--- src/rtl/uart_rx_word_pkg.sv ---
// Shared definitions for the UART receive path: FSM encodings, default bit
// timing (also used by the transmitter) and the byte-into-word placement helper.
package uart_rx_word_pkg;

  localparam int DEF_CLKS_PER_BIT = 234;      // 27 MHz / 115200
  localparam int DEF_GAP_TIMEOUT  = 2700000;  // ~100 ms of idle at 27 MHz
  localparam int BYTE_W           = 8;
  localparam int WORD_W           = 32;

  typedef enum logic [2:0] {
    ST_IDLE,
    ST_START,
    ST_DATA,
    ST_STOP,
    ST_BREAK
  } rx_state_t;

  // Place byte b into slot k of w; slot 0 is the most significant byte so the
  // first byte on the wire ends up in [31:24].
  function automatic logic [WORD_W-1:0] insert_byte(input logic [WORD_W-1:0] w,
                                                    input logic [1:0]        k,
                                                    input logic [BYTE_W-1:0] b);
    logic [WORD_W-1:0] r;
    r = w;
    case (k)
      2'd0:    r[31:24] = b;
      2'd1:    r[23:16] = b;
      2'd2:    r[15:8]  = b;
      default: r[7:0]   = b;
    endcase
    return r;
  endfunction

endpackage

--- src/rtl/uart_rx_word_if.sv ---
// Word handshake between the receiver (master) and the CPU/MMU side (slave).
interface uart_rx_word_if;
  import uart_rx_word_pkg::*;

  logic [WORD_W-1:0] word_data;
  logic              word_valid;
  logic              word_ready;

  modport master (output word_data, output word_valid, input word_ready);
  modport slave  (input word_data, input word_valid, output word_ready);

endinterface

--- src/rtl/uart_rx_byte.sv ---
// 8N1 byte receiver: 2-FF synchronizer plus a mid-bit sampling FSM.
// Emits a one-cycle byte_valid for a good stop bit or a one-cycle frame_err
// for a low stop bit; after a framing error it waits for the line to go high.
module uart_rx_byte
  import uart_rx_word_pkg::*;
#(
  parameter int CLKS_PER_BIT = DEF_CLKS_PER_BIT,
  parameter int DATA_W       = BYTE_W
) (
  input  logic              clk,
  input  logic              reset,
  input  logic              uart_rx,
  output logic [DATA_W-1:0] byte_data,
  output logic              byte_valid,
  output logic              frame_err,
  output logic              rx_start,
  output logic              rx_idle
);

  localparam int CNT_W = $clog2(CLKS_PER_BIT);
  localparam int IDX_W = $clog2(DATA_W);
  localparam logic [CNT_W-1:0] HALF_LAST = CNT_W'(CLKS_PER_BIT / 2 - 1);
  localparam logic [CNT_W-1:0] BIT_LAST  = CNT_W'(CLKS_PER_BIT - 1);
  localparam logic [IDX_W-1:0] IDX_LAST  = IDX_W'(DATA_W - 1);

  logic              rx_p0;
  logic              rx_s;
  rx_state_t         state, state_nxt;
  logic [CNT_W-1:0]  cnt, cnt_nxt;
  logic [IDX_W-1:0]  bit_idx, bit_idx_nxt;
  logic [DATA_W-1:0] shreg, shreg_nxt;
  logic [DATA_W-1:0] byte_data_nxt;
  logic              byte_valid_nxt;
  logic              frame_err_nxt;

  // Two-flop synchronizer for the asynchronous line; idles high.
  always_ff @(posedge clk) begin
    if (reset) begin
      rx_p0 <= 1'b1;
      rx_s  <= 1'b1;
    end else begin
      rx_p0 <= uart_rx;
      rx_s  <= rx_p0;
    end
  end

  // FSM state, bit timing counters, shift register and registered outputs.
  always_ff @(posedge clk) begin
    if (reset) begin
      state      <= ST_IDLE;
      cnt        <= '0;
      bit_idx    <= '0;
      shreg      <= '0;
      byte_data  <= '0;
      byte_valid <= 1'b0;
      frame_err  <= 1'b0;
    end else begin
      state      <= state_nxt;
      cnt        <= cnt_nxt;
      bit_idx    <= bit_idx_nxt;
      shreg      <= shreg_nxt;
      byte_data  <= byte_data_nxt;
      byte_valid <= byte_valid_nxt;
      frame_err  <= frame_err_nxt;
    end
  end

  // Next-state logic: sample the start bit at half a bit, then every full bit.
  always_comb begin
    state_nxt      = state;
    cnt_nxt        = cnt;
    bit_idx_nxt    = bit_idx;
    shreg_nxt      = shreg;
    byte_data_nxt  = byte_data;
    byte_valid_nxt = 1'b0;
    frame_err_nxt  = 1'b0;
    case (state)
      ST_IDLE: begin
        if (!rx_s) begin
          state_nxt = ST_START;
          cnt_nxt   = '0;
        end
      end
      ST_START: begin
        if (cnt == HALF_LAST) begin
          cnt_nxt = '0;
          if (!rx_s) begin
            state_nxt   = ST_DATA;
            bit_idx_nxt = '0;
          end else begin
            // Line was only glitching; drop it silently.
            state_nxt = ST_IDLE;
          end
        end else begin
          cnt_nxt = cnt + 1'b1;
        end
      end
      ST_DATA: begin
        if (cnt == BIT_LAST) begin
          cnt_nxt            = '0;
          shreg_nxt[bit_idx] = rx_s;
          if (bit_idx == IDX_LAST) begin
            state_nxt = ST_STOP;
          end else begin
            bit_idx_nxt = bit_idx + 1'b1;
          end
        end else begin
          cnt_nxt = cnt + 1'b1;
        end
      end
      ST_STOP: begin
        if (cnt == BIT_LAST) begin
          cnt_nxt = '0;
          if (rx_s) begin
            byte_data_nxt  = shreg;
            byte_valid_nxt = 1'b1;
            state_nxt      = ST_IDLE;
          end else begin
            frame_err_nxt = 1'b1;
            state_nxt     = ST_BREAK;
          end
        end else begin
          cnt_nxt = cnt + 1'b1;
        end
      end
      ST_BREAK: begin
        // A line held low must return high before a new start is accepted.
        if (rx_s) begin
          state_nxt = ST_IDLE;
        end
      end
      default: begin
        state_nxt = ST_IDLE;
        cnt_nxt   = '0;
      end
    endcase
  end

  assign rx_idle  = (state == ST_IDLE);
  assign rx_start = (state == ST_IDLE) && !rx_s;

endmodule

--- src/rtl/uart_rx_word.sv ---
// UART receiver with 32-bit word assembly. Bytes are packed first-byte-in-MSB
// to match the transmitter, a gap timer discards stale partial words, and the
// finished word is offered on a valid/ready port with a sticky overrun flag.
module uart_rx_word
  import uart_rx_word_pkg::*;
#(
  parameter int CLKS_PER_BIT = DEF_CLKS_PER_BIT,
  parameter int GAP_TIMEOUT  = DEF_GAP_TIMEOUT
) (
  input  logic              clk,
  input  logic              reset,
  input  logic              uart_rx,
  output logic [BYTE_W-1:0] byte_data,
  output logic              byte_valid,
  output logic              frame_err,
  output logic              overrun,
  uart_rx_word_if.master    word_if
);

  localparam int GAP_W = $clog2(GAP_TIMEOUT);
  localparam logic [GAP_W-1:0] GAP_LAST = GAP_W'(GAP_TIMEOUT - 1);

  logic              rx_start;
  logic              rx_idle;
  logic [1:0]        byte_cnt;
  logic [WORD_W-1:0] word_buf;
  logic [WORD_W-1:0] word_full;
  logic [GAP_W-1:0]  gap_cnt;
  logic              word_done;
  logic              word_take;
  logic              word_load;

  uart_rx_byte #(
    .CLKS_PER_BIT (CLKS_PER_BIT),
    .DATA_W       (BYTE_W)
  ) u_byte (
    .clk        (clk),
    .reset      (reset),
    .uart_rx    (uart_rx),
    .byte_data  (byte_data),
    .byte_valid (byte_valid),
    .frame_err  (frame_err),
    .rx_start   (rx_start),
    .rx_idle    (rx_idle)
  );

  assign word_full = insert_byte(word_buf, byte_cnt, byte_data);
  assign word_done = byte_valid && (byte_cnt == 2'd3);
  assign word_take = word_if.word_valid && word_if.word_ready;
  // A finished word may load if the port is empty or being drained this cycle.
  assign word_load = word_done && (!word_if.word_valid || word_if.word_ready);

  // Byte packing and the idle-gap timer that abandons partial words.
  always_ff @(posedge clk) begin
    if (reset) begin
      byte_cnt <= '0;
      word_buf <= '0;
      gap_cnt  <= '0;
    end else begin
      if (frame_err) begin
        byte_cnt <= '0;
        gap_cnt  <= '0;
      end else if (byte_valid) begin
        word_buf <= word_full;
        byte_cnt <= byte_cnt + 2'd1;
        gap_cnt  <= '0;
      end else if (rx_start || byte_cnt == 2'd0) begin
        gap_cnt <= '0;
      end else if (rx_idle) begin
        if (gap_cnt == GAP_LAST) begin
          byte_cnt <= '0;
          gap_cnt  <= '0;
        end else begin
          gap_cnt <= gap_cnt + 1'b1;
        end
      end
    end
  end

  // Word handshake: load, hold until accepted, flag words lost to back-pressure.
  always_ff @(posedge clk) begin
    if (reset) begin
      word_if.word_data  <= '0;
      word_if.word_valid <= 1'b0;
      overrun            <= 1'b0;
    end else begin
      if (word_load) begin
        word_if.word_data  <= word_full;
        word_if.word_valid <= 1'b1;
      end else if (word_take) begin
        word_if.word_valid <= 1'b0;
      end
      if (word_done && !word_load) begin
        overrun <= 1'b1;
      end
    end
  end

endmodule

--- src/flat_wrapper.sv ---
// flat-port wrapper written by rule: the top's interface ports become plain ports
module uart_rx_word_flat import uart_rx_word_pkg::*;
#(
  parameter int CLKS_PER_BIT = DEF_CLKS_PER_BIT,
  parameter int GAP_TIMEOUT  = DEF_GAP_TIMEOUT
)
  (clk, reset, uart_rx, byte_data, byte_valid, frame_err, overrun, word_if_word_data, word_if_word_valid, word_if_word_ready);
  uart_rx_word_if word_if_i ();
  input  logic clk;
  input  logic reset;
  input  logic uart_rx;
  output logic [BYTE_W-1:0] byte_data;
  output logic byte_valid;
  output logic frame_err;
  output logic overrun;
  output wire logic [$bits(word_if_i.word_data)-1:0] word_if_word_data;
  output wire logic [$bits(word_if_i.word_valid)-1:0] word_if_word_valid;
  input wire logic [$bits(word_if_i.word_ready)-1:0] word_if_word_ready;
  assign word_if_word_data = word_if_i.word_data;
  assign word_if_word_valid = word_if_i.word_valid;
  assign word_if_i.word_ready = word_if_word_ready;
  uart_rx_word #(.CLKS_PER_BIT(CLKS_PER_BIT), .GAP_TIMEOUT(GAP_TIMEOUT)) u_core (.clk(clk), .reset(reset), .uart_rx(uart_rx), .byte_data(byte_data), .byte_valid(byte_valid), .frame_err(frame_err), .overrun(overrun), .word_if(word_if_i));
endmodule
--- config.mk ---
export PLATFORM = sky130hd
export DESIGN_NAME = uart_rx_word_flat
export DESIGN_NICKNAME = d
export VERILOG_FILES = /design/src/rtl/uart_rx_word_pkg.sv /design/src/rtl/uart_rx_word_if.sv /design/src/rtl/uart_rx_byte.sv /design/src/rtl/uart_rx_word.sv /design/src/flat_wrapper.sv
export SDC_FILE = /design/constraint.sdc
export NUM_CORES = 1
export LEC_CHECK = 0
export CORE_ASPECT_RATIO = 0.6
export CORE_MARGIN = 2
export CORE_UTILIZATION = 55
export CTS_BUF_LIST = sky130_fd_sc_hd__clkbuf_8
export DETAILED_ROUTE_END_ITERATION = 12
export PLACE_DENSITY = 0.77
export SLEW_MARGIN = 20
export SYNTH_ARGS = -nofsm -noshare
export SYNTH_HDL_FRONTEND = slang
export SYNTH_SLANG_ARGS = --single-unit
--- constraint.sdc ---
create_clock -name clk -period 2.6 [get_ports clk]
set_input_delay 0.52 -clock clk [delete_from_list [all_inputs] [get_ports clk]]
set_output_delay 0.52 -clock clk [all_outputs]
set_load 0.02 [all_outputs]
Word level (Yosys, flattened, before mapping):

Index checks and enable logic that the tools add are counted.

* add/subtract/negate cells: 4
* multiplexer cells: 34
* reductions and logical operators: 29
* divide/modulo/power cells: 0
* multipliers: 0
* shift-type cells: 0
* equality and inequality tests: 20
* $lt $le $gt $ge: 2
* bitwise logic cells: 4

Operators by type and width (number)
* $mux 8: 7
* $mux 3: 11
* $pmux 8 s4: 1
* $add 22x1->22 const B: 1
* $eq 22x22->1 const B: 1
* $mux 22: 1
* $ne 2x2->1 const B: 9
* $pmux 3 s5: 1
* $mux 2: 5
* $add 8x1->8 const B: 1
* $bwmux 8: 1
* $eq 8x7->1 const B: 1
* $eq 8x8->1 const B: 1
* $reduce_bool 2->1: 4
* $eq 3x2->1 const B: 2
* $eq 3x3->1 const B: 2
* $logic_and 1x1->1: 6
* $pmux 3 s2: 1
* $reduce_and 2->1: 3
* $reduce_and 3->1: 2
* $reduce_and 6->1: 1
* $reduce_or 3->1: 2
* $mux 1: 5
* $reduce_and 5->1: 1
* 15 further kinds: 23

* output and inout port bits: 44
* memories kept: 0
* bits in latches: 0
* bits in read-only memories: 0
* logic and storage cells: 108
* bits of input ports: 4
* memory bits (writable): 0
* register bits after elaboration: 124

Depth between registers and ports, before layout:

* depth after elaboration: 5
* depth in mapped cells: 8
* mapped depth without buffers: 7

Cells and area by module:

A second synthesis with hierarchy kept.

* cell total of the unflattened synthesis: 655
* area, all modules: 5537.8 sq um

Modules (own cells, without submodules)
* uart_rx_word: instances 1, seq. area each 1801.7 sq um, area each 3938.8 sq um, cells an instance 458
* uart_rx_byte: instances 1, seq. area each 680.7 sq um, area each 1599.0 sq um, cells an instance 197

Worst setup path before layout:

No wires, ideal clock.

* path type: register to register
* start point: reg u_core.gap_cnt[0]
* end point: reg u_core.gap_cnt[2]
* library setup time: 70 ps
* required time: 2530 ps
* period minus slack after synthesis: 1903 ps
* data arrival time: 1833 ps
* path slack: 697 ps
* path buffers: 2
* stages on the path, launching flop included: 9
* cell sequence: dfxtp_1 -> ha_1 -> and3_1 -> buf_6 -> and4_1 -> buf_2 -> a21o_4 -> or3b_1 -> a21oi_1

* cells in the longest elaborated chain, start to end: 2
* elaborated cells between the ends (all ways): 3
* classes of those cells: 1 x add/sub; 1 x eq/ne; 1 x mux

Ends and longest elaborated chain
* start, declared: line uart_rx_word.sv:28 `logic [GAP_W-1:0] gap_cnt;`
* start signal, assigned: line uart_rx_word.sv:74 `gap_cnt <= gap_cnt + 1'b1;`
* $add 22x1->22 / $eq 22x22->1 (equally long branches): line uart_rx_word.sv:74, uart_rx_word.sv:70
* $mux 22 *: line uart_rx_word.sv:70 `if (gap_cnt == GAP_LAST) begin`

Mark *: on every way between the ends. The rest lies on a longest branch, timed or not.
A chain may end at the register's enable or synchronous reset.

Final worst setup path:

* start point: reg u_core.u_byte.byte_data[0]
* end point: out byte_data[0]

RTL lines
* start, declared: line uart_rx_byte.sv:13 `output logic [DATA_W-1:0] byte_data,`
* start signal, assigned: line uart_rx_byte.sv:62 `byte_data <= byte_data_nxt;`
* end, declared: line flat_wrapper.sv:12 `output logic [BYTE_W-1:0] byte_data;`

No word-level cell between the ends.

==> results.rst <==
.. list-table::
   :header-rows: 1

   * - Metric
     - Value
   * - Reg-to-Reg End
     - u_core.word_buf[19]
   * - Run status
     - finished clean
   * - Post-cts hold buffer count
     - 0
   * - Start-to-end type of the worst setup path
     - reg -> out
   * - Count of placed standard cells in the final layout, fillers left out
     - slightly above 800
   * - Number of slew-limit violations in the final report
     - 0
   * - Fraction of the yosys area taken by sequential cells
     - 0.447
   * - Gate Count Post-Synth
     - about 640
   * - Number of synthesized register bits
     - 124
   * - Category of the worst setup path launch point
     - flop
   * - CP max stage delay
     - 0.68 ns
   * - Number of fillers in the final layout
     - 768
   * - Buffers plus inverters on the worst setup path
     - 1
   * - Residual DRC count
     - 0
   * - Top FF cell, synth
     - sky130_fd_sc_hd__dfxtp_1
   * - Number of hold violations in the final report
     - 0
   * - Final instance area
     - 6540 sq um
   * - Slowest CP cell
     - sky130_fd_sc_hd__clkdlybuf4s50_1
   * - Share of final-layout standard cells stronger than drive strength 1
     - 0.0941
   * - Final net count
     - 693
   * - Largest clock skew in the final design
     - 0.0113 ns
   * - Buffers inserted by post-CTS timing repair
     - 0
   * - Total number of vias
     - 4801
   * - Top library cells by usage in the layout, fill and taps aside
     - sky130_fd_sc_hd__dfxtp_1, sky130_fd_sc_hd__nor2_1, sky130_fd_sc_hd__nand2_1, sky130_fd_sc_hd__nand3_1, sky130_fd_sc_hd__mux2i_1
   * - Total die area
     - 10900 sq um
   * - Number of max-capacitance violations reported
     - 0
   * - Peak supply drop
     - 0.408 mV
   * - Crit path max-delay family
     - buffers and inverters
   * - Worst R2R Start
     - u_core.u_byte.byte_valid
   * - Avg Synthesized Cell Area
     - 8.63 sq um
   * - HPWL after DPL
     - about 8600 microns
   * - PortBufs
     - 47
   * - Num CTS Buffers
     - 17
   * - Critical path cell sequence
     - clkdlybuf4s50_1
   * - Mapped Area
     - 5550 sq um
   * - Number of buffers on the longest clock path
     - 2
   * - Maximum number of pins on one net before global-route repair
     - 103
   * - Routed Antenna Nets
     - 0
   * - Static leakage
     - 0.00213 uW
   * - Number of antenna violations at the first check in global routing
     - 0
   * - GPL Wtd Cong
     - 0.888
   * - Final worst path period need
     - 2.19 ns
   * - Number of synthesized flops with an enable pin
     - 0
   * - Pin slew with the least headroom to its limit
     - between 1 and 1.5 ns
   * - Arrival time at the worst endpoint
     - 1.67 ns
   * - Clock slew at the register clock pins of the worst setup and hold paths
     - 0.07 ns
   * - Site row count
     - 28
   * - Area of placed instances
     - 6130 sq um
   * - Storage cell area
     - 2480 sq um
   * - Leading cell type in the layout, fill and taps excluded
     - sky130_fd_sc_hd__dfxtp_1
   * - Area of the placeable core
     - 9840 sq um
   * - CTS tree
     - built
   * - Worst endpoint required time
     - 2.08 ns
   * - Hold Crit Class
     - reg -> reg
   * - CTS Root Buffer Type
     - sky130_fd_sc_hd__clkbuf_8
   * - Async set-or-reset flop fraction in the synthesized netlist
     - 0
   * - Synth-to-Final Area Change
     - 17.9%
   * - Cell count of the worst hold path
     - 1
   * - Wire length reported by the detailed router
     - 12700 microns
   * - Cells resized by post-CTS repair
     - 0
   * - Die Span X
     - 134 microns
   * - Min-delay src
     - u_core.u_byte.rx_p0
   * - Overflow left after global routing
     - 0
   * - Length in cells of the worst reg-to-reg path
     - 4
   * - Global-route total usage across every layer
     - 0.244
   * - Clock network latency to the later pin of the worst-skew pair
     - around 0.44 ns
   * - Max FO, Critical Path
     - 10
   * - Footprint of the multi-input gates
     - around 2800 sq um
   * - CP Capture Type
     - output port
   * - Unique cell type count in the Yosys netlist
     - 55
   * - Total Neg Setup Slack
     - 0 ns
   * - Clk sinks
     - 124
   * - Number of setup violations in the final report
     - 0
   * - Die span in y
     - 81.8 microns
   * - Ys Warns
     - 0
   * - Pwr/cell area
     - 632 nW/um^2
   * - Starting utilization of the core area
     - 0.564
   * - CTS HTree Levels
     - 4
   * - Number of diodes
     - 0
   * - Post-placement worst setup slack
     - between 0.6 and 0.7 ns
   * - First-pass GRT wire length
     - 21000 microns
   * - Final critical-path setup slack
     - 0.409 ns
   * - Post-layout total power
     - 4130 uW
   * - Routed length per instance
     - 15.4 microns
   * - Net count after synthesis
     - roughly 660
   * - Total placed cells including tap cells
     - 794
   * - Via count of the first global-routing pass
     - 4287
   * - I/O Pins
     - 48
   * - 1st-iter DRT viols
     - 452
   * - Detailed-routing iteration count for the pre-antenna-repair pass
     - 5
   * - Via/cell ratio
     - 5.81
   * - Relative slew slack
     - 0.317
   * - Unrepaired setup endpoints after global routing
     - false
   * - Highest attainable clock frequency
     - 456 MHz
   * - Final worst-path cycle share
     - 0.843
   * - Endpoint, Worst Hold
     - u_core.u_byte.rx_s
   * - Setup slack on the worst flop-to-flop path
     - 0.58 ns
## power by group
| group | internal [uW] | total [uW] | switching [uW] |
|---|---|---|---|
| clock network | 945 | 1740 | 791 |
| registers | 1920 | 1970 | 49.8 |
| logic | 136 | 425 | 290 |
## Yosys cell counts, types with 3 or more instances
cell	instances	area, sq um
sky130_fd_sc_hd__a211oi_1	34	255
sky130_fd_sc_hd__a21oi_1	47	235
sky130_fd_sc_hd__a22oi_1	3	22.5
sky130_fd_sc_hd__a311oi_1	7	61.3
sky130_fd_sc_hd__a31oi_1	9	56.3
sky130_fd_sc_hd__and2_1	5	31.3
sky130_fd_sc_hd__and3_1	12	75.1
sky130_fd_sc_hd__and4_1	3	26.3
sky130_fd_sc_hd__buf_1	3	11.3
sky130_fd_sc_hd__buf_2	4	20.0
sky130_fd_sc_hd__buf_6	3	33.8
sky130_fd_sc_hd__clkbuf_1	40	150
sky130_fd_sc_hd__dfxtp_1	124	2480
sky130_fd_sc_hd__ha_1	11	138
sky130_fd_sc_hd__inv_1	7	26.3
sky130_fd_sc_hd__mux2i_1	48	480
sky130_fd_sc_hd__nand2_1	65	244
sky130_fd_sc_hd__nand2b_1	4	25.0
sky130_fd_sc_hd__nand3_1	55	275
sky130_fd_sc_hd__nand4_1	10	62.6
sky130_fd_sc_hd__nor2_1	74	278
sky130_fd_sc_hd__nor3_1	10	50.1
sky130_fd_sc_hd__nor3b_1	3	22.5
sky130_fd_sc_hd__o21ai_0	9	45.0
sky130_fd_sc_hd__or3_1	9	56.3
sky130_fd_sc_hd__xnor2_1	4	35.0
sky130_fd_sc_hd__xor2_1	4	35.0
## how the worst max path moves through the flow
stage                          startpoint  slack [ns]                 end  cells after the start
2_1_floorplan           u_core.gap_cnt[0]        0.70   u_core.gap_cnt[2]                      8
3_3_place_gp           u_core.byte_cnt[0]        0.73  u_core.gap_cnt[16]                      5
3_5_place_dp           u_core.byte_cnt[0]        0.61  u_core.gap_cnt[19]                      5
4_1_cts        u_core.u_byte.byte_data[0]        0.38        byte_data[0]                      1
5_1_grt        u_core.u_byte.byte_data[0]        0.34        byte_data[0]                      1
6_report       u_core.u_byte.byte_data[0]        0.41        byte_data[0]                      1
## registers in the layout, summed over array words and instances (netlist names), 2 cells and up
signal and flops:
u_core.gap_cnt 22, u_core.u_byte.bit_idx 3, u_core.word_buf 32, u_core.word_if.word_data 32, u_core.u_byte.state 3, u_core.u_byte.byte_data 8, u_core.byte_cnt 2, u_core.u_byte.shreg 8
u_core.u_byte.cnt 8
## cell families (layout without fill, tap and decap cells)
family	Yosys count	after routing	share of synthesized area
flops	124	124	0.447
xor+xnor	8	8	0.0126
mux	49	49	0.0886
buf+inv	58	106	0.0449
fa+ha+maj	11	11	0.0248
simple gates	271	271	0.239
compound gates	122	122	0.143
## layer usage
layer,GRT usage,part of all wire,up-vias
met5,0,0,-
met3,0.0605,0.063,19
met2,0.368,0.42,156
met1,0.338,0.50,2253
met4,0.100,0.015,0
li1,-,-,2373
## final cells by class
| cell class | instances | area share |
|---|---|---|
| inverter | 7 | 0.00402 |
| sequential | 124 | 0.379 |
| timing repair buffer | 67 | 0.0960 |
| tap | 135 | 0.0258 |
| clock inverter | 15 | 0.0266 |
| multi-input combinational | 461 | 0.432 |
| clock buffer | 17 | 0.0358 |
## stage by stage
step | utilization | hold WS (ns)
6_report | 0.664 | 0.420
5_1_grt | 0.664 | 0.427
4_1_cts | 0.664 | 0.422
3_5_place_dp | 0.623 | 0.401
3_3_place_gp | 0.623 | 0.399
2_1_floorplan | - | 0.389
(Power assumes the default switching activity.)
